--- config.mk ---
export PLATFORM = sky130hd
export DESIGN_NAME = ram_arbiter
export DESIGN_NICKNAME = d
export VERILOG_FILES = /design/src/rtl/ram_arbiter.sv
export SDC_FILE = /design/constraint.sdc
export NUM_CORES = 1
export LEC_CHECK = 0
export ABC_AREA = 1
export BUFFER_PORTS_ARGS = -buffer_cell sky130_fd_sc_hd__buf_2
export CORE_ASPECT_RATIO = 0.8
export CORE_MARGIN = 2
export CORE_UTILIZATION = 29
export DETAILED_ROUTE_END_ITERATION = 10
export PLACE_DENSITY = 0.48
export SYNTH_ARGS = -nofsm -noshare
export SYNTH_HDL_FRONTEND = slang
export SYNTH_SLANG_ARGS = --single-unit
--- constraint.sdc ---
create_clock -name clk_in -period 7.4 [get_ports clk_in]
set_input_delay 0.74 -clock clk_in [delete_from_list [all_inputs] [get_ports clk_in]]
set_output_delay 0.74 -clock clk_in [all_outputs]
set_load 0.01 [all_outputs]
--- src/rtl/ram_arbiter.sv ---
// ram_arbiter: shares the byte-wide RAM/IO port between instruction fetch and
// the data stage. Each 1/2/4-byte request becomes a series of per-byte RAM
// cycles, and read bytes are assembled little-endian into a 32-bit word.
// Optional feature macro: IO_FULL_WAIT_EN. When it is defined, IO-space stores
// wait while the uart tx buffer is full. When it is undefined,
// io_buffer_full is ignored.
module ram_arbiter #(
  parameter int         ADDR_W = 32,
  parameter logic [1:0] IO_HI  = 2'b11
) (
  input  logic              clk_in,
  input  logic              rst_in,
  input  logic              rdy_in,
  input  logic              io_buffer_full,
  input  logic [7:0]        ram_din,
  output logic [7:0]        ram_dout,
  output logic [ADDR_W-1:0] ram_a,
  output logic              ram_wr,
  input  logic              if_pc_get,
  input  logic [ADDR_W-1:0] if_pc_address,
  input  logic              if_flush,
  output logic              if_done,
  output logic [31:0]       if_out,
  input  logic              mem_get,
  input  logic              mem_wr,
  input  logic [ADDR_W-1:0] mem_address,
  input  logic [31:0]       mem_data,
  input  logic [2:0]        mem_len,
  output logic              mem_done,
  output logic [31:0]       mem_out
);

  typedef enum logic [1:0] {IDLE, IF_RD, MEM_RD, MEM_WR} state_t;

  state_t              state_reg;
  logic [ADDR_W-1:0]   addr_reg;
  logic [31:0]         data_reg;
  logic [2:0]          len_reg;
  logic [2:0]          iss_reg;     // bytes addressed so far
  logic [2:0]          cap_reg;     // bytes captured (read) / committed (write)
  logic                pipe1_reg;   // a read address was issued one edge ago
  logic                pipe2_reg;   // a read address was issued two edges ago
  logic                paused_reg;  // rdy_in was low at the previous edge
  logic [31:0]         asm_reg;     // read bytes assembled so far
  logic [ADDR_W-1:0]   ram_a_reg;
  logic [7:0]          ram_dout_reg;
  logic                ram_wr_reg;
  logic                if_done_reg;
  logic [31:0]         if_out_reg;
  logic                mem_done_reg;
  logic [31:0]         mem_out_reg;

  logic [2:0]          len_dec;
  logic [ADDR_W-1:0]   iss_addr;
  logic [ADDR_W-1:0]   cap_addr;
  logic [31:0]         wr_shift;
  logic [7:0]          wr_byte;
  logic [2:0]          rd_cap_next;
  logic [2:0]          wr_cap_next;
  logic [31:0]         asm_next;
  logic                io_block;

  // Decode the requested length; anything other than 1 or 2 is a word access.
  always_comb begin
    len_dec = 3'd4;
    case (mem_len)
      3'd1:    len_dec = 3'd1;
      3'd2:    len_dec = 3'd2;
      default: len_dec = 3'd4;
    endcase
  end

  assign iss_addr    = addr_reg + ADDR_W'(iss_reg);
  assign cap_addr    = addr_reg + ADDR_W'(cap_reg);
  assign wr_shift    = data_reg >> {iss_reg[1:0], 3'b000};
  assign wr_byte     = wr_shift[7:0];
  assign rd_cap_next = cap_reg + {2'b00, pipe2_reg};
  assign wr_cap_next = cap_reg + {2'b00, ram_wr_reg};

  // The byte arriving now lands in the lane selected by the capture counter.
  generate
    for (genvar gi = 0; gi < 4; gi++) begin : g_lane
      assign asm_next[8*gi +: 8] = (pipe2_reg && cap_reg == 3'(gi)) ? ram_din
                                                                    : asm_reg[8*gi +: 8];
    end
  endgenerate

`ifdef IO_FULL_WAIT_EN
  logic [1:0] io_sel;
  // In IDLE the candidate store is the incoming request's byte 0.
  assign io_sel   = (state_reg == IDLE) ? mem_address[17:16] : iss_addr[17:16];
  assign io_block = io_buffer_full && (io_sel == IO_HI);
`else
  logic unused_io;
  assign unused_io = io_buffer_full;
  assign io_block  = 1'b0;
`endif

  // Arbitration FSM, byte sequencing and all registered outputs.
  always_ff @(posedge clk_in or posedge rst_in) begin
    if (rst_in) begin
      state_reg    <= IDLE;
      addr_reg     <= '0;
      data_reg     <= '0;
      len_reg      <= '0;
      iss_reg      <= '0;
      cap_reg      <= '0;
      pipe1_reg    <= 1'b0;
      pipe2_reg    <= 1'b0;
      paused_reg   <= 1'b0;
      asm_reg      <= '0;
      ram_a_reg    <= '0;
      ram_dout_reg <= '0;
      ram_wr_reg   <= 1'b0;
      if_done_reg  <= 1'b0;
      if_out_reg   <= '0;
      mem_done_reg <= 1'b0;
      mem_out_reg  <= '0;
    end else begin
      paused_reg <= !rdy_in;
      if (rdy_in) begin
        if_done_reg  <= 1'b0;
        mem_done_reg <= 1'b0;
        case (state_reg)
          IDLE: begin
            ram_wr_reg <= 1'b0;
            // A done pulse blocks the grant so the finished requester can drop get.
            if (!if_done_reg && !mem_done_reg) begin
              if (mem_get) begin
                addr_reg  <= mem_address;
                data_reg  <= mem_data;
                len_reg   <= len_dec;
                cap_reg   <= 3'd0;
                asm_reg   <= '0;
                pipe2_reg <= 1'b0;
                if (mem_wr) begin
                  state_reg <= MEM_WR;
                  pipe1_reg <= 1'b0;
                  if (io_block) begin
                    iss_reg <= 3'd0;
                  end else begin
                    ram_a_reg    <= mem_address;
                    ram_dout_reg <= mem_data[7:0];
                    ram_wr_reg   <= 1'b1;
                    iss_reg      <= 3'd1;
                  end
                end else begin
                  state_reg <= MEM_RD;
                  ram_a_reg <= mem_address;
                  iss_reg   <= 3'd1;
                  pipe1_reg <= 1'b1;
                end
              end else if (if_pc_get && !if_flush) begin
                state_reg <= IF_RD;
                addr_reg  <= if_pc_address;
                len_reg   <= 3'd4;
                ram_a_reg <= if_pc_address;
                iss_reg   <= 3'd1;
                cap_reg   <= 3'd0;
                asm_reg   <= '0;
                pipe1_reg <= 1'b1;
                pipe2_reg <= 1'b0;
              end
            end
          end

          IF_RD, MEM_RD: begin
            if (state_reg == IF_RD && if_flush) begin
              // Abort the fetch; the RAM address is left where it was.
              state_reg <= IDLE;
              pipe1_reg <= 1'b0;
              pipe2_reg <= 1'b0;
            end else if (paused_reg) begin
              // Bytes in flight during the pause were dropped: re-address from
              // the first uncaptured byte.
              ram_a_reg <= cap_addr;
              iss_reg   <= cap_reg + 3'd1;
              pipe1_reg <= 1'b1;
              pipe2_reg <= 1'b0;
            end else begin
              pipe2_reg <= pipe1_reg;
              asm_reg   <= asm_next;
              cap_reg   <= rd_cap_next;
              if (iss_reg < len_reg) begin
                ram_a_reg <= iss_addr;
                iss_reg   <= iss_reg + 3'd1;
                pipe1_reg <= 1'b1;
              end else begin
                pipe1_reg <= 1'b0;
              end
              if (pipe2_reg && rd_cap_next == len_reg) begin
                state_reg <= IDLE;
                if (state_reg == IF_RD) begin
                  if_done_reg <= 1'b1;
                  if_out_reg  <= asm_next;
                end else begin
                  mem_done_reg <= 1'b1;
                  mem_out_reg  <= asm_next;
                end
              end
            end
          end

          MEM_WR: begin
            // A byte presented with ram_wr high is written at this edge.
            cap_reg <= wr_cap_next;
            if (iss_reg < len_reg) begin
              if (io_block) begin
                ram_wr_reg <= 1'b0;
              end else begin
                ram_a_reg    <= iss_addr;
                ram_dout_reg <= wr_byte;
                ram_wr_reg   <= 1'b1;
                iss_reg      <= iss_reg + 3'd1;
              end
            end else begin
              ram_wr_reg <= 1'b0;
              if (wr_cap_next == len_reg) begin
                mem_done_reg <= 1'b1;
                state_reg    <= IDLE;
              end
            end
          end

          default: state_reg <= IDLE;
        endcase
      end
    end
  end

  assign ram_a    = ram_a_reg;
  assign ram_dout = ram_dout_reg;
  assign ram_wr   = ram_wr_reg & rdy_in;
  assign if_done  = if_done_reg;
  assign if_out   = if_out_reg;
  assign mem_done = mem_done_reg;
  assign mem_out  = mem_out_reg;

endmodule

==> impl_metrics.csv <==
group,metric,value,unit
clocking,clk_latency,560,ps
global_route,grt_pass1_wl,62660,um
synthesis,yosys_most_used_dff,"dfrtp_1",
power,power_density,392.1,nW/um^2
global_route,antenna_found_initial,0,
sta,layout_setup_ws,3636,ps
synthesis,syn_area,12020,um^2
global_route,grt.busiest_layer,"met1",
critical_path,cp-end-kind,"flip-flop",
min_path,hp-class,"primary input to asynchronous set/reset pin",
sta,rsz0062_at_grt,"no",
place,place.gp.congestion,0.8561,
clocking,root_buffer,"clkbuf_16",
synthesis,synth-seq-cells,217,
sta,period_minus_slack,3764,ps
power,ir_drop,195.0,uV
drt,vias,11430,
critical_path,cp.arrival,4220,ps
global_route,grt_usage,0.1861,
drt,routed_wl,40060,um
sta,finalHoldViolations,0,
synthesis,seq_area_frac_synth,0.4516,
final_layout,antenna_cells,0,
drt,wl_per_cell,16.83,um
drt,firstDrtPassIters,5,
clocking,clkTransAtPathRegs,60,ps
place,io_buffers,220,
final_layout,finalNetCount,1959,
drt,drc,0,
synthesis,async_flop_share,1.000,
place,place_ws,3332,ps
run_status,status,"finished, final reports clean",
clocking,ctsResizeCount,0,
floorplanning,dieArea,43120,um^2
clocking,clock_sinks,217,
global_route,use_met1,0.2813,
power,power,0.005652,W
critical_path,cp_data_required_time,7850,ps
sta,worstMarginPinSlew,1234,ps
sta,final_max_slew_viol_count,0,
drt,antenna_left,0,
global_route,grt_start_max_net_pins,90,
power,power.leakage,7.306,nW
floorplanning,fp.dieW,231.7,um
global_route,grtUsageMet2,0.2768,
synthesis,synth-edff-count,0,
final_layout,n_fill_cell,4404,
sta,slew_headroom,0.1725,
synthesis,synth.avg_cell_area,7.350,um^2
sta,setup_violations,0,
drt,vias_per_cell,4.803,
synthesis,yosys_warnings,0,
global_route,grt_pass1_vias,10600,
final_layout,utilization,0.3533,
sta,hold_ws,289.3,ps
place,dpl.hpwl,27670,um
sta,min_period_over_period,0.5087,
global_route,gr-total-overflow,0,
final_layout,area_delta_synth_final,19.87,%
sta,setup_tns,0,ps
clocking,cts_buffers,26,
sta,skew,13.44,ps
critical_path,worst_setup_path_start_kind,"flip-flop",
synthesis,synth_nets,1776,
global_route,grt_use_met3,0.02880,
floorplanning,die_y,186.1,um
clocking,holdBufCountCts,0,
synthesis,yosysUniqueCellTypes,38,
sta,timing.fmax,0.2657,GHz
critical_path,critPathKind,"flip-flop to flip-flop",
final_layout,drive_above_1_share,0.1694,
synthesis,syn_inst,1636,
clocking,ctsHtreeMaxLevel,1,
floorplanning,num_rows,66,
clocking,cts.path.max_buffers,3,
critical_path,r2r_slack,3640,ps
floorplanning,io_pins,222,
floorplanning,core-area,40790,um^2
drt,initialDrtViolationCount,696,
clocking,post_cts_buffers,0,
critical_path,crit_fanout,13,
flow_run,maxCapViolCount,0,
clocking,cts_tree,"done",
floorplanning,initial_core_util,0.2947,
critical path, cell delays in order, from the launching register on:
cell and delay [ps]:
dfrtp_1 640, clkinv_1 520, fa_1 610, o21ai_0 440, nand2_1 240, nor2_1 510, nand2_1 220, nand2_1 100
nand2_1 40, o21ai_0 160, nand2_1 70, nand2_1 60, nand2_1 40
stage by stage:
step,cell area (um^2),cells
global placement,13620,2335
CTS,14410,2380
global route,14410,2380
detailed placement,13620,2335
floorplan,12020,1636
finish,14410,2380
metal layers:
metal,vias up,share of wire
met3,54,0.048
met5,-,0
li1,5712,-
met1,5384,0.51
met2,281,0.42
met4,0,0.021
final timing paths:
check,from,end,cells past startpoint
max,iss_reg[1]$_DFFE_PP0P_,ram_a[18]$_DFFE_PP0P_,12
min,rst_in,mem_out[29]$_DFFE_PP0P_,2
max reg2reg,iss_reg[1]$_DFFE_PP0P_,ram_a[18]$_DFFE_PP0P_,12
min reg2reg,mem_out[0]$_DFFE_PP0P_,mem_out[0]$_DFFE_PP0P_,2
max in group asynchronous,rst_in,iss_reg[2]$_DFFE_PP0P_,3
min in group clk_in,mem_data[29],data_reg[29]$_DFFE_PP0P_,2
area by class of cell:
class,instances,area [um^2],area share
multi-input combinational,1199,5778,0.4009
sequential,217,5430,0.3767
timing repair buffer,230,1176,0.08160
clock buffer,38,745.7,0.05174
tap,544,680.7,0.04722
inverter,145,551.8,0.03828
clock inverter,7,51.30,0.003559
cells by family (layout without fill, tap and decap cells):
kind of cell / Yosys count / count (layout) / synth area share
flip-flops: 217 / 217 / 0.4516
AND/OR/NAND/NOR: 802 / 802 / 0.2652
AO/OA/AOI/OAI: 341 / 341 / 0.1584
XOR/XNOR: 7 / 7 / 0.005099
buffers and inverters: 220 / 420 / 0.06993
multiplexers: 24 / 24 / 0.02248
adder cells (fa/ha/maj): 25 / 25 / 0.02726
report_power, final:
group,internal [W],switching [W],total (W)
sequential,0.00156,0.000330,0.00189
clock,0.000695,0.000531,0.00123
combinational,0.000834,0.00171,0.00254
total,0.00309,0.00257,0.00565
synth_stat cells (4+ instances only):
cell,instances,share of area
a211oi_1,7,0.0044
a21oi_1,62,0.026
a22oi_1,25,0.016
a31oi_1,12,0.0062
buf_1,9,0.0028
buf_2,9,0.0037
clkbuf_1,56,0.017
clkinv_1,5,0.0016
dfrtp_1,217,0.45
ha_1,23,0.024
inv_1,135,0.042
inv_2,5,0.0016
mux2_2,24,0.022
nand2_1,475,0.15
nand3_1,85,0.035
nand4_1,9,0.0047
nor2_1,215,0.067
nor2_2,4,0.0021
nor3_1,7,0.0029
o211ai_1,7,0.0044
o21a_1,9,0.0056
o21ai_0,185,0.077
o22ai_1,27,0.014
xor2_1,5,0.0036
layout by cell type (no fill, tap or decap), drive strengths merged, types with 9 or more instances in the layout:
cell / count
nand2: 475
buf: 230
nor2: 219
dfrtp: 217
o21ai: 186
inv: 140
nand3: 85
a21oi: 63
clkbuf: 38
o22ai: 27
a22oi: 25
mux2: 24
ha: 23
a31oi: 12
clkinv: 10
nand4: 9
o21a: 9
nor3: 9
No activity file was read; power rests on OpenSTA's default activity.
